**src/rtl/alu_pkg.sv**
```systemverilog
// alu_pkg: shared widths, FSM state encoding and opcode constants for the
// ALU operand sequencer and the combinational ALU it feeds.
// No ports. This package holds types and constants only.
package alu_pkg;

   localparam int DATA_W = 8;
   localparam int OP_W   = 3;

   // The state encoding is visible on state_dbg, so the values are fixed.
   typedef enum logic [2:0] {
      ST_LOAD_A  = 3'd0,
      ST_LOAD_B  = 3'd1,
      ST_LOAD_OP = 3'd2,
      ST_EXEC    = 3'd3,
      ST_DONE    = 3'd4
   } state_t;

   // Opcodes that the ALU implements. Other values pass through the
   // sequencer unchanged, and the ALU decides what they do.
   localparam logic [OP_W-1:0] OP_ADD = 3'b000;
   localparam logic [OP_W-1:0] OP_SUB = 3'b001;
   localparam logic [OP_W-1:0] OP_AND = 3'b010;
   localparam logic [OP_W-1:0] OP_OR  = 3'b011;
   localparam logic [OP_W-1:0] OP_XOR = 3'b100;

endpackage

```
**src/rtl/strobe_sync_edge.sv**
```systemverilog
// strobe_sync_edge: brings an asynchronous pin into the clk domain through a
// SYNC_STAGES-deep flop chain, then emits a one-cycle pulse on each rising edge.
// The pulse is high SYNC_STAGES clk edges after the pin rises, so a consumer
// that registers on the pulse captures on edge SYNC_STAGES+1.
// Ports:
//   clk    in   system clock
//   rst_n  in   async active-low reset; clears the chain and the edge flop
//   pin    in   asynchronous input pin
//   rise   out  one-cycle pulse per synchronized rising edge
module strobe_sync_edge #(
   parameter int SYNC_STAGES = 2
) (
   input  logic clk,
   input  logic rst_n,
   input  logic pin,
   output logic rise
);

   logic [SYNC_STAGES-1:0] sync_q;
   logic                   edge_q;

   // NOTE: sequential state always uses non-blocking assignments. A shift
   // chain written with blocking assignments would collapse into a single flop.
   always_ff @(posedge clk or negedge rst_n) begin
      if (!rst_n) begin
         sync_q <= '0;
         edge_q <= 1'b0;
      end else begin
         sync_q <= {sync_q[SYNC_STAGES-2:0], pin};
         edge_q <= sync_q[SYNC_STAGES-1];
      end
   end

   assign rise = sync_q[SYNC_STAGES-1] & ~edge_q;

endmodule

```
**src/rtl/alu_operand_sequencer.sv**
```systemverilog
// alu_operand_sequencer: loads A, B and the opcode one at a time from a narrow
// bus, with one load per strobe edge. It then issues a single ALU operation
// and registers the result.
// Ports:
//   clk, rst_n    clock, async active-low reset
//   ena           block enable; low freezes the FSM and all data registers
//   clr           sync clear: FSM to LOAD_A, err_overrun cleared, data kept
//   load_stb      async strobe pin; each rising edge loads data_in
//   data_in       operand/opcode bus
//   alu_a/b/op    registered ALU operands, held stable from capture onward
//   alu_result    combinational ALU result, captured at the end of EXEC
//   alu_start     high for the single EXEC cycle
//   result_out    last captured result
//   result_valid  high in DONE
//   busy          high in LOAD_B, LOAD_OP and EXEC
//   err_overrun   sticky: a strobe edge arrived during EXEC and was dropped
//   state_dbg     current state encoding
module alu_operand_sequencer
   import alu_pkg::*;
#(
   parameter int DATA_W      = alu_pkg::DATA_W,
   parameter int OP_W        = alu_pkg::OP_W,
   parameter int SYNC_STAGES = 2
) (
   input  logic              clk,
   input  logic              rst_n,
   input  logic              ena,
   input  logic              clr,
   input  logic              load_stb,
   input  logic [DATA_W-1:0] data_in,
   output logic [DATA_W-1:0] alu_a,
   output logic [DATA_W-1:0] alu_b,
   output logic [OP_W-1:0]   alu_op,
   input  logic [DATA_W-1:0] alu_result,
   output logic              alu_start,
   output logic [DATA_W-1:0] result_out,
   output logic              result_valid,
   output logic              busy,
   output logic              err_overrun,
   output logic [2:0]        state_dbg
);

   state_t state, state_nxt;
   logic   stb_rise;

   // The synchronizer keeps running while ena is low. A pulse that arrives
   // then is not acted on, so it is lost rather than replayed later.
   strobe_sync_edge #(.SYNC_STAGES(SYNC_STAGES)) u_stb (
      .clk   (clk),
      .rst_n (rst_n),
      .pin   (load_stb),
      .rise  (stb_rise)
   );

   // State register
   always_ff @(posedge clk or negedge rst_n) begin
      if (!rst_n)   state <= ST_LOAD_A;
      else if (ena) state <= state_nxt;
   end

   // Next-state logic. clr takes priority over a strobe edge in every state.
   // NOTE: every combinational output gets a default before any branch, so
   // that no path leaves it unassigned and infers a latch.
   always_comb begin
      state_nxt = state;
      if (clr) begin
         state_nxt = ST_LOAD_A;
      end else begin
         case (state)
            ST_LOAD_A:  if (stb_rise) state_nxt = ST_LOAD_B;
            ST_LOAD_B:  if (stb_rise) state_nxt = ST_LOAD_OP;
            ST_LOAD_OP: if (stb_rise) state_nxt = ST_EXEC;
            ST_EXEC:                  state_nxt = ST_DONE;
            ST_DONE:    if (stb_rise) state_nxt = ST_LOAD_B;
            default:                  state_nxt = ST_LOAD_A;
         endcase
      end
   end

   // Output decode
   always_comb begin
      alu_start    = (state == ST_EXEC);
      result_valid = (state == ST_DONE);
      busy         = (state != ST_LOAD_A) && (state != ST_DONE);
      state_dbg    = state;
   end

   // Operand, result and error registers. Each one changes only on its own
   // capture event, so the ALU inputs stay stable through EXEC.
   // NOTE: these are a few discrete registers rather than a memory array, so
   // they all get the async reset and read as zero straight out of reset.
   always_ff @(posedge clk or negedge rst_n) begin
      if (!rst_n) begin
         alu_a       <= '0;
         alu_b       <= '0;
         alu_op      <= '0;
         result_out  <= '0;
         err_overrun <= 1'b0;
      end else if (ena) begin
         if (clr) begin
            err_overrun <= 1'b0;
         end else begin
            case (state)
               ST_LOAD_A, ST_DONE: if (stb_rise) alu_a  <= data_in;
               ST_LOAD_B:          if (stb_rise) alu_b  <= data_in;
               ST_LOAD_OP:         if (stb_rise) alu_op <= data_in[OP_W-1:0];
               ST_EXEC: begin
                  result_out <= alu_result;
                  if (stb_rise) err_overrun <= 1'b1;
               end
               default: ;
            endcase
         end
      end
   end

endmodule

```
**config.mk**
```make
export PLATFORM = sky130hd
export DESIGN_NAME = alu_operand_sequencer
export DESIGN_NICKNAME = d
export VERILOG_FILES = /design/src/rtl/alu_pkg.sv /design/src/rtl/strobe_sync_edge.sv /design/src/rtl/alu_operand_sequencer.sv
export SDC_FILE = /design/constraint.sdc
export NUM_CORES = 1
export LEC_CHECK = 0
export ABC_AREA = 1
export ABC_CLOCK_PERIOD_IN_PS = 1500
export CAP_MARGIN = 20
export CORE_UTILIZATION = 45
export CTS_BUF_LIST = sky130_fd_sc_hd__clkbuf_4
export CTS_CLUSTER_DIAMETER = 60
export DETAILED_ROUTE_END_ITERATION = 12
export PLACE_DENSITY = 0.82
export SETUP_SLACK_MARGIN = 0.15
export SLEW_MARGIN = 20
export SYNTH_ARGS = -nofsm -noshare
export SYNTH_HDL_FRONTEND = slang
export SYNTH_SLANG_ARGS = --single-unit
```
**constraint.sdc**
```tcl
create_clock -name clk -period 1.5 [get_ports clk]
set_clock_uncertainty 0.05 [all_clocks]
set_input_delay 0.3 -clock clk [delete_from_list [all_inputs] [get_ports clk]]
set_output_delay 0.3 -clock clk [all_outputs]
set_load 0.005 [all_outputs]
```
==> metrics.log <==
INFO  metric status = complete, but fails checks
INFO  metric violated_checks = setup timing
INFO  metric switching_share = roughly 36%
INFO  metric ir_drop = 946 µV
INFO  metric fp.dieW = 58.5 µm
INFO  metric remaining_drc_errors = 0
INFO  metric antenna-diode-count = 0
INFO  metric tightestPinTransition = 239 ps
INFO  metric io_pins = 55
INFO  metric main_combinational_cell_family_by_area_after_synthesis = simple AND/OR/NAND/NOR gates
INFO  metric synth_seq_area_share = 59.3%
INFO  metric cts_hold_buffers = 0
INFO  metric grt_overflow = 0
INFO  metric fmaxAchievable = ~590 MHz
INFO  metric cell_internal_pwr = around 2.6 mW
INFO  metric setup_viol_count_final = 16
INFO  metric synth_mux_area_share = 0%
INFO  metric layout.area.seq = between 800 and 900 µm²
INFO  metric cts_max_path_buffers = 2
INFO  metric drive_above_1_share = 37.1%
INFO  metric synth-warning-count = 0
INFO  metric synth-seq-cells = 34
INFO  metric finalSetupTns = -1600 ps
INFO  metric detailed_place_hpwl = 2330 µm
INFO  metric worstSetupEndpointType = register
INFO  metric cts_buffers = 5
INFO  metric slew_viol_final = 0
INFO  metric clk_transition_reported_paths = 100 ps
INFO  metric crit_arrival = 1860 ps
INFO  metric post_synth_instance_area = 1430 µm²
INFO  metric yosys.area_share.xor_xnor = 0%
INFO  metric clock_latency = 330 ps
INFO  metric sequential_cell_fraction_of_total_power = 34.7%
INFO  metric finalHoldViolCount = 0
INFO  metric postSynthCellCount = 160
INFO  metric vias = 1609
INFO  metric critical_path_required = around 1700 ps
INFO  metric grt_setup_unrepaired = true
INFO  metric synth_simple_gate_area_share = 36.2%
INFO  metric startpoint_type = register
INFO  metric via_count_of_the_first_global_routing_pass = 1413
INFO  metric number_of_nets_in_the_synthesized_netlist = 181
INFO  metric netlist.top_cell.by_area = sky130_fd_sc_hd__dfrtp_1
INFO  metric area_taken_by_multi_input_logic_gates = 706 µm²
INFO  metric global_router_s_overall_resource_usage = about a quarter
INFO  metric p_comb_share = 53.2%
INFO  metric place_congestion = 0.786
INFO  metric die_h = 58.5 µm
INFO  metric criticalPathCategory = register to register
INFO  metric finish.net_count = 287
INFO  metric maxCapViolations = 0
INFO  metric fp.coreArea = 3030 µm²
INFO  metric cp_max_fo = 8
INFO  metric power.net_switching = 1.48 mW
INFO  metric initial_core_util = between 40% and 50%
INFO  metric finalWorstSetupSlack = -184 ps
INFO  metric drt-wirelength-per-cell = between 15 and 20 µm
INFO  metric design_area = 2640 µm²
INFO  metric die_area = 3420 µm²
INFO  metric finalWirelength = roughly 5200 µm
INFO  metric synth-adder-area-share = 0%
INFO  metric post_synth_top_area_share = 59.3%
INFO  metric std_cell_rows = 20
INFO  metric yosys-top-cells-area = sky130_fd_sc_hd__dfrtp_1 59%, sky130_fd_sc_hd__nand2_1 22%, sky130_fd_sc_hd__nand3_1 4.9%, sky130_fd_sc_hd__nor2_8 4.2%, sky130_fd_sc_hd__inv_1 1.8%
INFO  metric root_buffer = sky130_fd_sc_hd__clkbuf_4
INFO  metric timing.hold.worst.class = primary input to asynchronous set/reset pin
INFO  metric clock_power_share = about an eighth
INFO  metric power.density_cell_area = 1560 nW/µm²
INFO  metric cts_htree_levels = 2
INFO  metric wire_length_of_the_first_global_routing_pass = 6260 µm
INFO  metric fin_crit_sh = 112%
INFO  metric cts_tree = built
INFO  metric route.detailed.vias_per_inst = between 5 and 6
INFO  metric filler_cell_count = 146
INFO  metric synth_compound_area_share = 0.698%
INFO  metric grt_antenna_before_repair = 0
INFO  metric maximum_number_of_pins_on_one_net_before_global_route_repair = 35
INFO  metric drtPass1Iterations = 4
INFO  metric area_growth = 84.3%
INFO  metric detail-route-antenna-nets = 0
INFO  metric dpl_cell_area = 2150 µm²
INFO  metric slew_headroom = 84.0%
INFO  metric syn_avg_cell_area = about 9.0 µm²
INFO  metric p_leak = 1.37 nW
INFO  metric buffer_ports.inserted = 54
INFO  metric finalCoreUtilization = 87.3%
INFO  metric post-route-min-period = around 1700 ps
INFO  metric clock-sinks = 34
INFO  metric synthDistinctLibCells = 15
INFO  metric detailedRoute.firstIterationViolations = 100
## state kept, by name (all words and copies together) (netlist names)
name	flops
alu_a	8
alu_b	8
result_out	8
alu_op	3
state_dbg	3
u_stb.sync_q	2
err_overrun	1
u_stb.edge_q	1
## kinds of logic (layout without fill, tap and decap cells)
logic type | Yosys count | in the layout
buffers and inverters | 13 | 118
flip-flops | 34 | 34
AO/OA/AOI/OAI | 2 | 2
AND/OR/NAND/NOR | 111 | 113
## cell usage after synthesis
cell type	number
sky130_fd_sc_hd__nand3_2	1
sky130_fd_sc_hd__dfrtp_1	34
sky130_fd_sc_hd__nor2_1	3
sky130_fd_sc_hd__nand2_1	85
sky130_fd_sc_hd__nor2_4	1
sky130_fd_sc_hd__nand2_8	1
sky130_fd_sc_hd__inv_4	2
sky130_fd_sc_hd__inv_1	7
sky130_fd_sc_hd__nand2_2	1
sky130_fd_sc_hd__nand3_1	14
sky130_fd_sc_hd__nor2_8	3
sky130_fd_sc_hd__inv_2	4
sky130_fd_sc_hd__nor3_1	1
sky130_fd_sc_hd__nand4_1	1
sky130_fd_sc_hd__o21ai_0	2
## critical path, cell delays in order (launching register included)
cell                      delay, ps
sky130_fd_sc_hd__dfrtp_1        420
sky130_fd_sc_hd__buf_6          140
sky130_fd_sc_hd__nor2_4         120
sky130_fd_sc_hd__inv_2           60
sky130_fd_sc_hd__buf_4          140
sky130_fd_sc_hd__buf_6          110
sky130_fd_sc_hd__buf_6          130
sky130_fd_sc_hd__nor2_8         160
sky130_fd_sc_hd__inv_8           80
sky130_fd_sc_hd__nand2_2         90
sky130_fd_sc_hd__nand2_1         70
## final timing paths
kind / startpoint / end / slack [ps] / depth (start not counted)
worst max-delay path: state_dbg[1] / alu_a[2] / -180 / 10
worst min-delay path: rst_n / alu_op[1] / 270 / 2
worst max register to register: state_dbg[1] / alu_a[2] / -180 / 10
worst min register to register: u_stb.sync_q[0] / u_stb.sync_q[1] / 310 / 0
max in group asynchronous: rst_n / result_out[4] / 950 / 2
min in group clk: u_stb.sync_q[0] / u_stb.sync_q[1] / 310 / 0
## placed cells by master, fill, tap and decap left out
cell                              Yosys  final
sky130_fd_sc_hd__clkinv_2             0      1
sky130_fd_sc_hd__inv_2                4      5
sky130_fd_sc_hd__clkinv_1             0      1
sky130_fd_sc_hd__nand2_4              0      5
sky130_fd_sc_hd__buf_2                0      3
sky130_fd_sc_hd__buf_4                0     28
sky130_fd_sc_hd__buf_12               0      2
sky130_fd_sc_hd__inv_8                0      1
sky130_fd_sc_hd__clkbuf_2             0      2
sky130_fd_sc_hd__nand4_1              1      1
sky130_fd_sc_hd__nand2_8              1      2
sky130_fd_sc_hd__clkbuf_4             0      6
sky130_fd_sc_hd__clkdlybuf4s50_1      0     20
sky130_fd_sc_hd__nand3_4              0      4
sky130_fd_sc_hd__nand3_1             14      8
sky130_fd_sc_hd__clkdlybuf4s15_1      0     26
sky130_fd_sc_hd__nor2_2               0      1
sky130_fd_sc_hd__nor2_4               1      5
sky130_fd_sc_hd__nand2_2              1     10
sky130_fd_sc_hd__inv_4                2      2
sky130_fd_sc_hd__buf_6                0     16
sky130_fd_sc_hd__inv_1                7      5
sky130_fd_sc_hd__nor3_1               1      1
sky130_fd_sc_hd__o21ai_0              2      2
sky130_fd_sc_hd__nand3_2              1      3
sky130_fd_sc_hd__dfrtp_1             34     34
sky130_fd_sc_hd__nor2_8               3      3
sky130_fd_sc_hd__nand2_1             85     70
## layout make-up
type | count | share of cell area, %
Timing Repair Buffer | 97 | 34.7
Sequential cell | 34 | 32.2
Multi-Input combinational cell | 115 | 26.7
Inverter | 13 | 2.32
Tap cell | 44 | 2.08
Clock buffer | 6 | 1.70
Clock inverter | 2 | 0.331
## routing by layer
layer	vias up	track usage, %	wire length [µm]	part of all wire [%]
met1	759	29.8	1930	37
met4	0	11.2	228	4.4
met3	26	8.13	430	8.3
met2	108	41.1	2590	50
met5	-	0	0	0
li1	716	-	-	-
## power by group through the flow
stage	clock [mW]	sequential (mW)	combinational (mW)
after global routing	0.552	1.46	2.31
after CTS	0.501	1.38	1.58
after floorplan	0	1.43	0.392
after global placement	0	1.41	1.28
final	0.498	1.43	2.19
after detailed placement	0	1.41	1.31
## stage by stage
| stage | setup slack, ps | power, mW | hold WS, ps | cells |
|---|---|---|---|---|
| finish | -184 | 4.12 | 271 | 311 |
| global placement | -104 | 2.69 | 282 | 271 |
| detailed placement | -126 | 2.72 | 286 | 271 |
| CTS | -109 | 3.46 | 273 | 298 |
| floorplan | 346 | 1.82 | -45.6 | 160 |
| global route | -218 | 4.32 | 265 | 311 |
## what timing repair did
item / 4_1_cts / 5_1_grt
buffers inserted: 19 / 11
gates cloned: 0 / 2
gates resized for setup: 85 / 55
setup endpoints to repair: 34 / 54
pin swaps: 11 / 11
hold endpoints to repair: 0 / 0
Power figures use the tool's default switching activity.
